===== src/rtl/adder_arbiter.sv =====
// Round-robin arbiter sharing one combinational adder between two requesters.
// Operands and result are registered; one operation is in flight at a time.
module adder_arbiter #(
    parameter int unsigned WIDTH = 32
) (
    input  logic             Clock,
    input  logic             Reset,
    input  logic             Req0Valid,
    input  logic [WIDTH-1:0] Req0A,
    input  logic [WIDTH-1:0] Req0B,
    output logic             Req0Ready,
    output logic             Resp0Valid,
    input  logic             Resp0Ready,
    input  logic             Req1Valid,
    input  logic [WIDTH-1:0] Req1A,
    input  logic [WIDTH-1:0] Req1B,
    output logic             Req1Ready,
    output logic             Resp1Valid,
    input  logic             Resp1Ready,
    output logic [WIDTH-1:0] RespSum,
    output logic             RespCarry,
    output logic [WIDTH-1:0] AdderA,
    output logic [WIDTH-1:0] AdderB,
    input  logic [WIDTH-1:0] AdderSum,
    input  logic             AdderCarry,
    output logic             Busy
);

    typedef enum logic [1:0] {
        IDLE = 2'd0,
        EXEC = 2'd1,
        DONE = 2'd2
    } state_t;

    state_t state;
    state_t state_next;
    logic   last_grant;
    logic   owner;
    logic   grant;
    logic   accept;
    logic   resp_take;

    // Winner is the sole valid port, or the port not granted last time.
    always_comb begin
        grant = 1'b0;
        if (Req0Valid && Req1Valid) begin
            grant = ~last_grant;
        end else if (Req1Valid) begin
            grant = 1'b1;
        end
    end

    assign accept    = (state == IDLE) && (Req0Valid || Req1Valid);
    assign resp_take = owner ? Resp1Ready : Resp0Ready;

    always_ff @(posedge Clock) begin
        if (Reset) begin
            state <= IDLE;
        end else begin
            state <= state_next;
        end
    end

    always_comb begin
        state_next = state;
        unique case (state)
            IDLE:    if (accept) state_next = EXEC;
            EXEC:    state_next = DONE;
            DONE:    if (resp_take) state_next = IDLE;
            default: state_next = IDLE;
        endcase
    end

    always_comb begin
        Req0Ready  = 1'b0;
        Req1Ready  = 1'b0;
        Resp0Valid = 1'b0;
        Resp1Valid = 1'b0;
        Busy       = (state != IDLE);
        if (state == IDLE) begin
            Req0Ready = Req0Valid && !grant;
            Req1Ready = Req1Valid && grant;
        end
        if (state == DONE) begin
            Resp0Valid = !owner;
            Resp1Valid = owner;
        end
    end

    // Operand capture on request handshake, result capture after the adder settles.
    always_ff @(posedge Clock) begin
        if (Reset) begin
            AdderA     <= '0;
            AdderB     <= '0;
            RespSum    <= '0;
            RespCarry  <= 1'b0;
            owner      <= 1'b0;
            last_grant <= 1'b1;
        end else begin
            if (accept) begin
                AdderA     <= grant ? Req1A : Req0A;
                AdderB     <= grant ? Req1B : Req0B;
                owner      <= grant;
                last_grant <= grant;
            end
            if (state == EXEC) begin
                RespSum   <= AdderSum;
                RespCarry <= AdderCarry;
            end
        end
    end

endmodule


===== config.mk =====
export PLATFORM = sky130hd
export DESIGN_NAME = adder_arbiter
export DESIGN_NICKNAME = d
export VERILOG_FILES = /design/src/rtl/adder_arbiter.sv
export SDC_FILE = /design/constraint.sdc
export NUM_CORES = 1
export LEC_CHECK = 0
export ABC_CLOCK_PERIOD_IN_PS = 1800
export CAP_MARGIN = 20
export CORE_MARGIN = 3
export CORE_UTILIZATION = 40
export CTS_BUF_LIST = sky130_fd_sc_hd__clkbuf_16
export CTS_CLUSTER_SIZE = 28
export DETAILED_ROUTE_END_ITERATION = 6
export PLACE_DENSITY = 0.86
export SLEW_MARGIN = 15
export SYNTH_ARGS = -nofsm -noshare
export SYNTH_HDL_FRONTEND = slang
export SYNTH_SLANG_ARGS = --single-unit
export TNS_END_PERCENT = 50

===== constraint.sdc =====
create_clock -name Clock -period 1.8 [get_ports Clock]
set_input_delay 0.18 -clock Clock [delete_from_list [all_inputs] [get_ports Clock]]
set_output_delay 0.18 -clock Clock [all_outputs]
set_load 0.1 [all_outputs]

* After elaboration in Yosys (flattened, before gate mapping)
Index checks and enable logic that the tools add are counted.
** Storage, ports and cells
- Bits of input ports :: 167
- Logic and storage cells :: 34
- Output and inout port bits :: 102
- Register bits :: 101
** Operators by class
- Multiplexer cells :: 12
- Equal/unequal tests :: 4
- Reduce and logical (&&, ||, !) cells :: 10
- Bitwise operators :: 1
** Operators with widths (count)
- two-way mux 32 bit :: 2
- two-way mux 1 bit :: 7
- case mux 2 bit (3 select lines) :: 1
- logical AND 1 bit :: 4
- two-way mux 2 bit :: 2
- != test 2 bit, second input constant :: 2
- equality test 2 x 1 -> 1 bit, second input constant :: 1
- equality test 2 bit, second input constant :: 1
- logical NOT 1 bit :: 2
- logical NOT 2 bit :: 1
- AND reduction 2 bit :: 1
- nonzero test 2 bit :: 1
- logical OR 1 bit :: 1
- inverter 1 bit :: 1

* Logic depth before layout (Yosys ltp)
- Word-level depth :: 5
- Depth in mapped cells :: 5
- Mapped depth without buffers :: 4

* Worst setup path after synthesis
Ideal clock, no wire load.
- Path type :: register to output
- Start :: register state[1]
- End :: output port Resp0Valid
- Stages on the path, launching flop included :: 2
- Arrival time :: 2641 ps
- Path slack :: -1021 ps
- Data required time :: 1620 ps
- Path through :: dfxtp_1 > nor3b_1
** Between the ends
- Longest elaborated chain between the ends :: 2
** RTL lines
- start: declaration :: line 35 : state_t state;
- start signal: assignment :: line 60 : state <= state_next;
- equality test 2 bit :: line 84 : if (state == DONE) begin
- two-way mux 1 bit :: line 84
- end: declaration :: line 12 : output logic Resp0Valid,
No other way between the ends.

* Final worst setup path
- Start :: input port Req0Valid
- End :: output port Req0Ready
** Between the ends
- Longest elaborated chain between the ends :: 5
** RTL lines
- start: declaration :: line 8 : input logic Req0Valid,
- logical AND 1 bit :: line 46 : if (Req0Valid && Req1Valid) begin
- two-way mux 1 bit :: line 46
- logical NOT 1 bit :: line 81 : Req0Ready = Req0Valid && !grant;
- logical AND 1 bit (*) :: line 81
- two-way mux 1 bit (*) :: line 80 : if (state == IDLE) begin
- end: declaration :: line 11 : output logic Req0Ready,
Every way passes the cells marked *; elsewhere a longest branch is shown, timed or not.

==> metrics.yaml <==
crit_path_start_kind: "primary input"
leakagePower_uw: 0.00295
wirelength_um: 15100
hold_path_end: "RespSum[26]"
min_from: "Reset"
cts_resized: 0
seq_power_share: 0.327
synth_nets: 699
synthAdderAreaFrac: 0
ys_async_sr_fraction: 0
rsz0062_at_grt: "false"
p_sw_uw: 3480
drv_slew: 0
r2r_cells: 5
area_growth_pct: 67.3
rows: 37
fin_crit_sh: 0.919
swShare: 0.433
synth-xor-area-share: 0
grt_pass1_vias: 4551
worst_slew_pin_slew_ns: 0.630
io_pins: 269
status: "finished clean"
synth_compound_gate_area_share: 0.279
slew_headroom: 0.580
ff_latch_area_sq_um: 2020
worstHoldPathCells: 2
tns_ns: 0
syn_area_sq_um: 4360
synth_cell_types: 25
max_freq_mhz: 604
die_x_um: 110
skew_ns: 0.00548
multi_input_area_sq_um: 2060
overflow: 0
totalPowerFinal_uw: 8030
die_h_um: 110
antenna_left: 0
antenna_found_initial: 0
r2r_slack_ns: 0.31
die_area_sq_um: 12200
mostFrequentLayoutCells: "nand2_1 (196), clkdlybuf4s50_1 (165), buf_4 (105)"
postCtsSetupBuffers: 0
fp.coreArea_sq_um: 10500
synth_ff_type: "dfxtp_1"
r2r-start: "state[1]"
synth-simple-area-share: 0.188
synth-edff-count: 0
antenna_cells: 0
final_common_cell: "nand2_1"
synth-seq-cells: 101
fin_nets: 941
critPathKind: "in2out"
final_hold_viol_count: 0
grt_use_total: 0.230
hp-class: "in2reg"
drt-initial-drc-count: 390
timing.final.crit_period_ns: 1.65
required_ns: 1.62
initial_utilization: 0.417
fillers: 804
numPortBuffers: 268
maxCapViolations: 0
hold_buffers: 0
cts_tree: "yes"
cp-end-kind: "output pin"
setup_viol: 0
hpwl_um: 11100
first_pass_iters: 4
power_density_nw_per_um2: 1100
r2r_end: "AdderB[20]"
grt_pass1_wl_um: 22100
crit_fanout: 37
numCtsBuffers: 9
grt_max_degree: 59
clkPwrFrac: 0.246
clk_pin_slew_ns: 0.07
power.internal_uw: 4550
clock-sinks: 101
htree_levels: 3
vias_per_cell: 5.25
syn_avg_cell_area_sq_um: 8.19
pwr-share-comb: 0.427
worstPathArrival_ns: 1.47
drc: 0
cts_buffer_depth: 2
place.gp.congestion: 0.804
clock-root-buffer: "clkbuf_16"
synth_seq_area_share: 0.464
vdd_drop_max_mv: 0.691
num_vias: 4800
synth_top_family_by_area: "compound AO/OA/AOI/OAI gates"
yosysWarnings: 0
clkLatencyLatePin_ns: 0.33
muxShareOfSynthArea: 0.00230
drive_gt1_frac: 0.211
wire_per_inst_um: 16.5
synthCells: 532
final cells by class:
type                    instances  share of cell area
multi-input cells             376               0.283
well taps                     136              0.0233
inverters                       2             0.00103
clock inverters                 7              0.0112
flip-flops and latches        101               0.277
clock buffers                   9              0.0309
repair buffers                284               0.373
state kept, by name, indices dropped and copies added (netlist names):
signal      cells
AdderB         32
RespSum        32
owner           1
AdderA         32
last_grant      1
RespCarry       1
state           2
how the worst max path moves through the flow:
stage                          from  slack [ns]  cells past startpoint    endpoint
final                     Req0Valid        0.15                      5   Req0Ready
after global routing      Req0Valid        0.07                      5   Req0Ready
after detailed placement  Req0Valid        0.08                      5  AdderB[16]
after global placement    Req0Valid        0.15                      5   AdderA[0]
after floorplan            state[1]       -0.02                      1  Resp0Valid
after CTS                 Req0Valid        0.14                      5   Req0Ready
cells in the mapped netlist (2+ instances only):
cell	count	area share
buf_2	28	0.032
clkbuf_1	14	0.012
nand2_1	196	0.17
dfxtp_1	101	0.46
a311oi_2	20	0.069
a21oi_1	99	0.11
a311oi_1	44	0.088
nor2_1	2	0.0017
buf_4	9	0.015
nor2b_1	2	0.0029
buf_6	2	0.0052
nor2_4	2	0.0052
worst max-delay path: stages:
cell and delay [ns]:
clkdlybuf4s50_1 0.52, a21boi_4 0.29, buf_12 0.23, nor2_2 0.08, buf_12 0.17
power by group through the flow:
stage	clock network, uW	logic (uW)	registers (uW)
after floorplan	0	802	4290
after detailed placement	0	3440	2660
final	1970	3430	2620
after CTS	2010	3440	2620
after global routing	2110	3570	2650
after global placement	0	3400	2660
through the flow:
stage	utilization	hold WS, ns	std cells	area [sq um]	setup slack, ns
after floorplan	-	0.316	532	4370	-0.0237
after global placement	0.668	0.443	899	6980	0.149
after detailed placement	0.668	0.449	899	6980	0.0798
after CTS	0.697	0.357	915	7290	0.139
after global routing	0.697	0.374	915	7290	0.0743
final	0.697	0.369	915	7290	0.145
metal layers:
| layer | routed length [um] | track usage | share of wire |
|---|---|---|---|
| met2 | 7580 | 0.416 | 0.50 |
| met4 | 366 | 0.0792 | 0.024 |
| met1 | 5770 | 0.259 | 0.38 |
| met5 | 0 | 0 | 0 |
| met3 | 1380 | 0.0646 | 0.091 |
cells by family after synthesis:
| family | after synthesis |
|---|---|
| flops | 101 |
| buf+inv | 55 |
| simple gates | 208 |
| mux | 1 |
| compound gates | 167 |
(Power assumes the default switching activity.)
